File: config.mk
export PLATFORM = sky130hd
export DESIGN_NAME = huffman_decoder
export DESIGN_NICKNAME = d
export VERILOG_FILES = /design/src/rtl/huffman_decoder.sv
export SDC_FILE = /design/constraint.sdc
export NUM_CORES = 1
export LEC_CHECK = 0
export CORE_UTILIZATION = 56
export CTS_CLUSTER_DIAMETER = 80
export DETAILED_ROUTE_END_ITERATION = 8
export PLACE_DENSITY = 0.93
export SYNTH_ARGS = -nofsm -noshare
export SYNTH_HDL_FRONTEND = slang
export SYNTH_SLANG_ARGS = --single-unit
File: constraint.sdc
create_clock -name clk -period 6 [get_ports clk]
set_input_delay 0.9 -clock clk [delete_from_list [all_inputs] [get_ports clk]]
set_output_delay 0.9 -clock clk [all_outputs]
set_load 0.1 [all_outputs]
File: src/rtl/huffman_decoder.sv
// Serial Huffman decoder: loads a six-symbol code table, then decodes one bit per
// cycle into gray symbols 1..6 with saturating per-symbol counts and sticky errors.
module huffman_decoder #(
  parameter int CODE_W = 8,
  parameter int SCNT_W = 8
) (
  input  logic              clk,
  input  logic              reset,
  input  logic              code_valid,
  input  logic [CODE_W-1:0] HC1,
  input  logic [CODE_W-1:0] HC2,
  input  logic [CODE_W-1:0] HC3,
  input  logic [CODE_W-1:0] HC4,
  input  logic [CODE_W-1:0] HC5,
  input  logic [CODE_W-1:0] HC6,
  input  logic [CODE_W-1:0] M1,
  input  logic [CODE_W-1:0] M2,
  input  logic [CODE_W-1:0] M3,
  input  logic [CODE_W-1:0] M4,
  input  logic [CODE_W-1:0] M5,
  input  logic [CODE_W-1:0] M6,
  input  logic              bit_valid,
  input  logic              bit_in,
  output logic              bit_ready,
  output logic              sym_valid,
  output logic [7:0]        sym_data,
  output logic [SCNT_W-1:0] DCNT1,
  output logic [SCNT_W-1:0] DCNT2,
  output logic [SCNT_W-1:0] DCNT3,
  output logic [SCNT_W-1:0] DCNT4,
  output logic [SCNT_W-1:0] DCNT5,
  output logic [SCNT_W-1:0] DCNT6,
  output logic              tbl_err,
  output logic              dec_err
);

  localparam int LEN_W = $clog2(CODE_W + 1);

  typedef enum logic [1:0] {S_IDLE, S_DECODE, S_ERR} state_t;

  state_t            r_state, w_next;
  logic [CODE_W-1:0] r_hc   [6];
  logic [CODE_W-1:0] r_m    [6];
  logic [SCNT_W-1:0] r_dcnt [6];
  logic [CODE_W-1:0] r_acc;
  logic [LEN_W-1:0]  r_len;
  logic              r_sym_valid, r_tbl_err, r_dec_err;
  logic [7:0]        r_sym_data;

  logic [CODE_W-1:0] w_in_hc [6];
  logic [CODE_W-1:0] w_in_m  [6];
  logic              w_tbl_ok, w_xfer, w_hit, w_full;
  logic [CODE_W-1:0] w_new_acc;
  logic [LEN_W-1:0]  w_new_len;
  logic [2:0]        w_idx;

  function automatic logic mask_ok(input logic [CODE_W-1:0] m);
    mask_ok = (m != '0) && ((m & (m + CODE_W'(1))) == '0);
  endfunction

  function automatic logic [LEN_W-1:0] popcnt(input logic [CODE_W-1:0] m);
    popcnt = '0;
    for (int k = 0; k < CODE_W; k++) popcnt = popcnt + LEN_W'(m[k]);
  endfunction

  function automatic logic [SCNT_W-1:0] sat_inc(input logic [SCNT_W-1:0] c);
    sat_inc = (&c) ? c : c + SCNT_W'(1);
  endfunction

  assign w_in_hc[0] = HC1;  assign w_in_m[0] = M1;
  assign w_in_hc[1] = HC2;  assign w_in_m[1] = M2;
  assign w_in_hc[2] = HC3;  assign w_in_m[2] = M3;
  assign w_in_hc[3] = HC4;  assign w_in_m[3] = M4;
  assign w_in_hc[4] = HC5;  assign w_in_m[4] = M5;
  assign w_in_hc[5] = HC6;  assign w_in_m[5] = M6;

  always_comb begin
    w_tbl_ok = 1'b1;
    for (int i = 0; i < 6; i++) w_tbl_ok = w_tbl_ok & mask_ok(w_in_m[i]);
  end

  assign w_xfer    = bit_ready & bit_valid;
  // Bits above r_len are always zero, so OR-ing places bit_in at position r_len.
  assign w_new_acc = r_acc | (CODE_W'(bit_in) << r_len);
  assign w_new_len = r_len + LEN_W'(1);
  assign w_full    = (w_new_len == LEN_W'(CODE_W));

  // Scan downwards so the lowest matching index wins on non-prefix-free tables.
  always_comb begin
    w_hit = 1'b0;
    w_idx = 3'd0;
    for (int i = 5; i >= 0; i--) begin
      if (w_new_len == popcnt(r_m[i]) && ((w_new_acc & r_m[i]) == (r_hc[i] & r_m[i]))) begin
        w_hit = 1'b1;
        w_idx = 3'(i);
      end
    end
  end

  always_ff @(posedge clk) begin
    if (reset) r_state <= S_IDLE;
    else       r_state <= w_next;
  end

  always_comb begin
    w_next = r_state;
    case (r_state)
      S_IDLE, S_ERR: if (code_valid) w_next = w_tbl_ok ? S_DECODE : S_ERR;
      S_DECODE: begin
        if (code_valid)                     w_next = w_tbl_ok ? S_DECODE : S_ERR;
        else if (w_xfer && !w_hit && w_full) w_next = S_ERR;
      end
      default: w_next = S_IDLE;
    endcase
  end

  always_comb begin
    bit_ready = (r_state == S_DECODE);
  end

  always_ff @(posedge clk) begin
    if (reset) begin
      r_sym_valid <= 1'b0;
      r_sym_data  <= '0;
      r_tbl_err   <= 1'b0;
      r_dec_err   <= 1'b0;
      r_acc       <= '0;
      r_len       <= '0;
      for (int i = 0; i < 6; i++) begin
        r_hc[i]   <= '0;
        r_m[i]    <= '0;
        r_dcnt[i] <= '0;
      end
    end else begin
      r_sym_valid <= 1'b0;
      if (code_valid) begin
        r_tbl_err <= ~w_tbl_ok;
        r_dec_err <= 1'b0;
        r_acc     <= '0;
        r_len     <= '0;
        for (int i = 0; i < 6; i++) begin
          r_hc[i]   <= w_in_hc[i];
          r_m[i]    <= w_in_m[i];
          r_dcnt[i] <= '0;
        end
      end else if (w_xfer) begin
        if (w_hit) begin
          r_sym_valid <= 1'b1;
          r_sym_data  <= 8'(w_idx) + 8'd1;
          r_acc       <= '0;
          r_len       <= '0;
          for (int i = 0; i < 6; i++)
            if (w_idx == 3'(i)) r_dcnt[i] <= sat_inc(r_dcnt[i]);
        end else if (w_full) begin
          r_dec_err <= 1'b1;
          r_acc     <= '0;
          r_len     <= '0;
        end else begin
          r_acc <= w_new_acc;
          r_len <= w_new_len;
        end
      end
    end
  end

  assign sym_valid = r_sym_valid;
  assign sym_data  = r_sym_data;
  assign tbl_err   = r_tbl_err;
  assign dec_err   = r_dec_err;
  assign DCNT1     = r_dcnt[0];
  assign DCNT2     = r_dcnt[1];
  assign DCNT3     = r_dcnt[2];
  assign DCNT4     = r_dcnt[3];
  assign DCNT5     = r_dcnt[4];
  assign DCNT6     = r_dcnt[5];

endmodule

-- Word-level counts from Yosys, hierarchy flattened
Memory sizes are Yosys's and may differ from the RTL's.
Index checks and enable logic that the tools add are counted.
- memories: 3
- register bits: 25
- bits in writable memories: 144
- logic and storage cells: 276
- memory list (name ; words ; width ; rd ports ; clocked after Yosys merged registers in ; write ports ; line ; RTL):
    r_dcnt ; 6 ; 8 ; 6 ; 0 ; 6 ; 44 ; logic [SCNT_W-1:0] r_dcnt [6];
    r_hc ; 6 ; 8 ; 6 ; 0 ; 6 ; 42 ; logic [CODE_W-1:0] r_hc [6];
    r_m ; 6 ; 8 ; 6 ; 0 ; 6 ; 43 ; logic [CODE_W-1:0] r_m [6];
- bitwise gates (word level): 53
- eq/ne operators: 22
- muxes and demuxes: 93
- add/sub/neg operators: 56
- reduce and logical (&&, ||, !) cells: 41
- shift operators: 1
- operator list (kind ; number):
    $mux W8 ; 32
    $and A8 B8 Y8 ; 18
    $add A4 B1 Y4 ; 24
    $add A8 B1 Y8 const B ; 12
    $eq A8 B8 Y1 ; 6
    $logic_not A8 Y1 ; 6
    $mux W1 ; 48
    $reduce_and A8 Y1 ; 6
    $reduce_bool A8 Y1 ; 6
    $add A3 B1 Y4 ; 6
    $eq A4 B4 Y1 ; 6
    $or A1 B1 Y1 ; 24
    $add A2 B1 Y3 ; 6
    $mux W3 ; 6
    $logic_and A1 B1 Y1 ; 14
    $add A1 B1 Y2 ; 6
    $mux W2 ; 4
    $mux W4 ; 2
    $or A8 B8 Y8 ; 1
    $shl A1 B4 Y8 ; 1
    $and A1 B1 Y1 ; 6
    $eq A3 B2 Y1 const B ; 2
    $eq A3 B3 Y1 const B ; 2
    $reduce_and A3 Y1 ; 2
    16 further kinds ; 20

-- Depth between registers and ports, before layout
- word-level depth: 23
- gate-level depth with buffers: 21
- gate-level depth less buffers: 20

-- Worst setup path after synthesis
No wires, ideal clock.
- path type: register -> register
- from: memory r_m[1][0] (netlist: r_m[0][8])
- to: memory r_dcnt[3][0] (netlist: r_dcnt[0][24]), enable pin
- library setup time: 0.384 ns
- stages on the path, launching flop included: 20
- required time: 5.616 ns
- period minus slack after synthesis: 5.539 ns
- path slack: 0.461 ns
- data arrival time: 5.155 ns
- buffers on the path: 0
- cell sequence: edfxtp_1 > fa_1 > inv_1 > fa_1 > fa_1 > inv_1 > ha_1 > inv_1 > fa_1 > xnor2_1 > a31oi_1 > and3_1 > nand4_1 > nor4_2 > a211oi_1 > nor3_1 > ha_1 > ha_1 > o211ai_1 > o21ai_0
- RTL lines (element ; line):
    start, declared ; 43
    end, declared ; 44

==> results.py <==
metrics = {
    "outcome": {
        "status": "finished, final reports clean",
    },
    "final_layout": {
        "area_delta_synth_final_pct": 21.8,
        "layout_commonest_cell": "clkdlybuf4s50_1",
        "final_cell_mix": "clkdlybuf4s50_1, edfxtp_1, and2_1, inv_1, nor2_1",
        "post_route_cells_drive_above_1_share": 0.0704,
        "nets": 1377,
        "n_fill_cell": 1441,
        "multi_input_area_um2": 5540,
        "diodes": 0,
        "regArea_um2": 4740,
        "final_area_um2": 13300,
    },
    "die": {
        "die_y_um": 141,
        "fp-row-count": 50,
        "die_w_um": 141,
        "coreArea_um2": 18900,
        "start_util": 0.576,
        "io_pins": 161,
        "dieArea_um2": 20000,
    },
    "timing": {
        "rsz0062_at_grt": "no",
        "setup_viol": 0,
        "timing.final.crit_share": 0.963,
        "fin_skew_ns": 0.00856,
        "hold_viol_final": 0,
        "worst_pin_slew_ns": 1.06,
        "slew_headroom": 0.284,
        "timing.fmax_ghz": 0.173,
        "period_needed_ns": 5.78,
        "timing.final.max_slew_violations": 0,
        "setup_tns_ns": 0,
    },
    "global_route": {
        "antenna_found_initial": 1,
        "grt_pass1_wl_mm": 46.7,
        "overflow": 0,
        "gr-usage-all-layers": 0.311,
        "grt_max_degree": 97,
        "grt_pass1_vias": 8564,
    },
    "cts": {
        "cts_made_buffers": 17,
        "cts_root_buf": "clkbuf_16",
        "cts_tree": "yes",
        "cts_sinks": 165,
        "cts_buffer_depth": 2,
        "clk_latency_ns": 0.43,
        "postCtsSetupBuffers": 0,
        "cts.clk_slew.worst_paths_ns": 0.06,
        "h-tree-depth": 4,
    },
    "worst_setup_path": {
        "worstSetupEndpointType": "flop",
        "cp.arrival_ns": 5.93,
        "path_max_fanout": 9,
        "cp-start-kind": "flop",
        "worstPathRequired_ns": 6.15,
        "path_class": "flop to flop",
    },
    "power_and_ir_drop": {
        "p_leak_uw": 0.00501,
        "max-vdd-ir-drop_v": 0.000210,
        "powerDensity_nw_per_um2": 263,
    },
    "synth": {
        "ys_ff_latch": 165,
        "avgSynthCellArea_um2": 10.1,
        "synth_top_family_by_area": "simple AND/OR/NAND/NOR gates",
        "ys.flop_type": "edfxtp_1",
        "synth-adder-area-share": 0.0786,
        "synth_edf_count": 144,
        "syn_area_um2": 10900,
        "synth_cell_types": 78,
        "yosys.area_share.simple": 0.254,
        "synthMuxAreaShare": 0.00966,
        "ys_async_sr_fraction": 0,
        "synthCells": 1077,
        "synthXorXnorAreaFrac": 0.0562,
        "synth_compound_area_frac": 0.106,
        "ys_warn_count": 0,
        "ys_seq_area_frac": 0.436,
    },
    "run": {
        "drv_cap": 0,
    },
    "route": {
        "antenna_left": 0,
        "wl_per_cell_um": 20.1,
        "dr.pass1.iters": 6,
        "via_per_inst": 6.04,
        "vias": 9029,
        "drt-total-wl_mm": 30.1,
        "drt-initial-drc-count": 985,
        "drc": 0,
    },
    "placement": {
        "postPlaceCellArea_um2": 12600,
        "dp_hpwl_mm": 22.4,
        "port_buffers": 156,
        "gp_congestion": 0.975,
    },
    "worst_hold_path": {
        "min_path_type": "flop to flop",
    },
}
critical path, stage by stage, from the launching register on:
cell and delay, ns:
edfxtp_1 0.45, inv_1 0.13, fa_1 0.44, fa_1 0.46, fa_1 0.49, inv_1 0.04, ha_1 0.18, inv_1 0.07
fa_1 0.42, xor2_1 0.22, nand2_1 0.08, nor3_1 0.20, nand4_1 0.11, nor4_1 0.54, buf_4 0.22, a211oi_1 0.09
nor3_1 0.38, ha_1 0.23, ha_1 0.27, o211ai_1 0.12, o21ai_0 0.17, buf_4 0.19
sequential cells by signal, indices dropped and copies added, names as in the netlist:
| signal | cells |
|---|---|
| r_hc | 48 |
| sym_data | 4 |
| r_dcnt | 48 |
| tbl_err | 1 |
| sym_valid | 1 |
| r_len | 4 |
| r_m | 48 |
| r_state | 2 |
| r_acc | 8 |
| dec_err | 1 |
per-stage QoR:
step	hold WS (ns)	total power (uW)	cells	worst slack (ns)	util
after floorplan	0.507	2130	1080	0.461	-
after global placement	0.444	2350	1463	0.506	0.669
after detailed placement	0.454	2380	1463	0.330	0.669
after CTS	0.462	3470	1495	0.297	0.701
after global routing	0.478	3630	1495	0.00661	0.702
final	0.465	3490	1495	0.220	0.702
per-layer routing:
metal	track usage	up-vias	part of all wire
met5	0	-	0.00057
met4	0.159	2	0.046
met3	0.0682	117	0.10
met2	0.492	561	0.45
met1	0.406	4213	0.40
li1	-	4136	-
power breakdown:
part	leakage (uW)	switching, uW	internal [uW]
sequential	0.00174	73.2	1320
combinational	0.00299	591	400
clock	0.000284	450	652
total	0.00501	1110	2380
layout make-up:
cell class | count | share of cell area
repair buffers | 175 | 0.129
inverters | 94 | 0.0268
well taps | 260 | 0.0245
flip-flops and latches | 165 | 0.358
clock inverters | 13 | 0.0120
clock buffers | 19 | 0.0327
multi-input cells | 769 | 0.418
worst paths after layout:
kind	cells past startpoint	slack (ns)	from	end
setup / recovery	21	0.22	r_m[0][41]	r_dcnt[0][24]
hold / removal	2	0.46	sym_data[0]	sym_data[0]
hold reg to reg	2	0.46	sym_data[0]	sym_data[0]
setup reg to reg	21	0.22	r_m[0][41]	r_dcnt[0][24]
repair_timing:
action / 4_1_cts / 5_1_grt
setup endpoints to repair: 0 / 12
resized for setup: 0 / 3
hold buffers: 0 / 0
logic make-up after synthesis:
group,Yosys count
AND/OR/NAND/NOR,466
AO/OA/AOI/OAI,172
flip-flops,165
buffers and inverters,146
XOR/XNOR,63
adder cells (fa/ha/maj),54
multiplexers,10
other,1
Yosys cell counts (15+ instances only):
| library cell | n | share of area |
|---|---|---|
| edfxtp_1 | 144 | 0.40 |
| and2_1 | 102 | 0.059 |
| inv_1 | 94 | 0.032 |
| nor2_1 | 67 | 0.023 |
| nand2_1 | 61 | 0.021 |
| o21ai_0 | 52 | 0.024 |
| nand2b_1 | 37 | 0.021 |
| xor2_1 | 34 | 0.027 |
| nand3_1 | 31 | 0.014 |
| ha_1 | 30 | 0.034 |
| a21oi_1 | 29 | 0.013 |
| nor3_1 | 28 | 0.013 |
| xnor2_1 | 25 | 0.020 |
| fa_1 | 24 | 0.044 |
| and3_1 | 23 | 0.013 |
| clkbuf_1 | 22 | 0.0076 |
| dfxtp_1 | 21 | 0.039 |
| nand3b_1 | 19 | 0.013 |
| nand4_1 | 19 | 0.011 |
| nor2b_1 | 16 | 0.0092 |
| nor4_1 | 15 | 0.0086 |
Note: power is estimated with default switching activity, not from simulation.
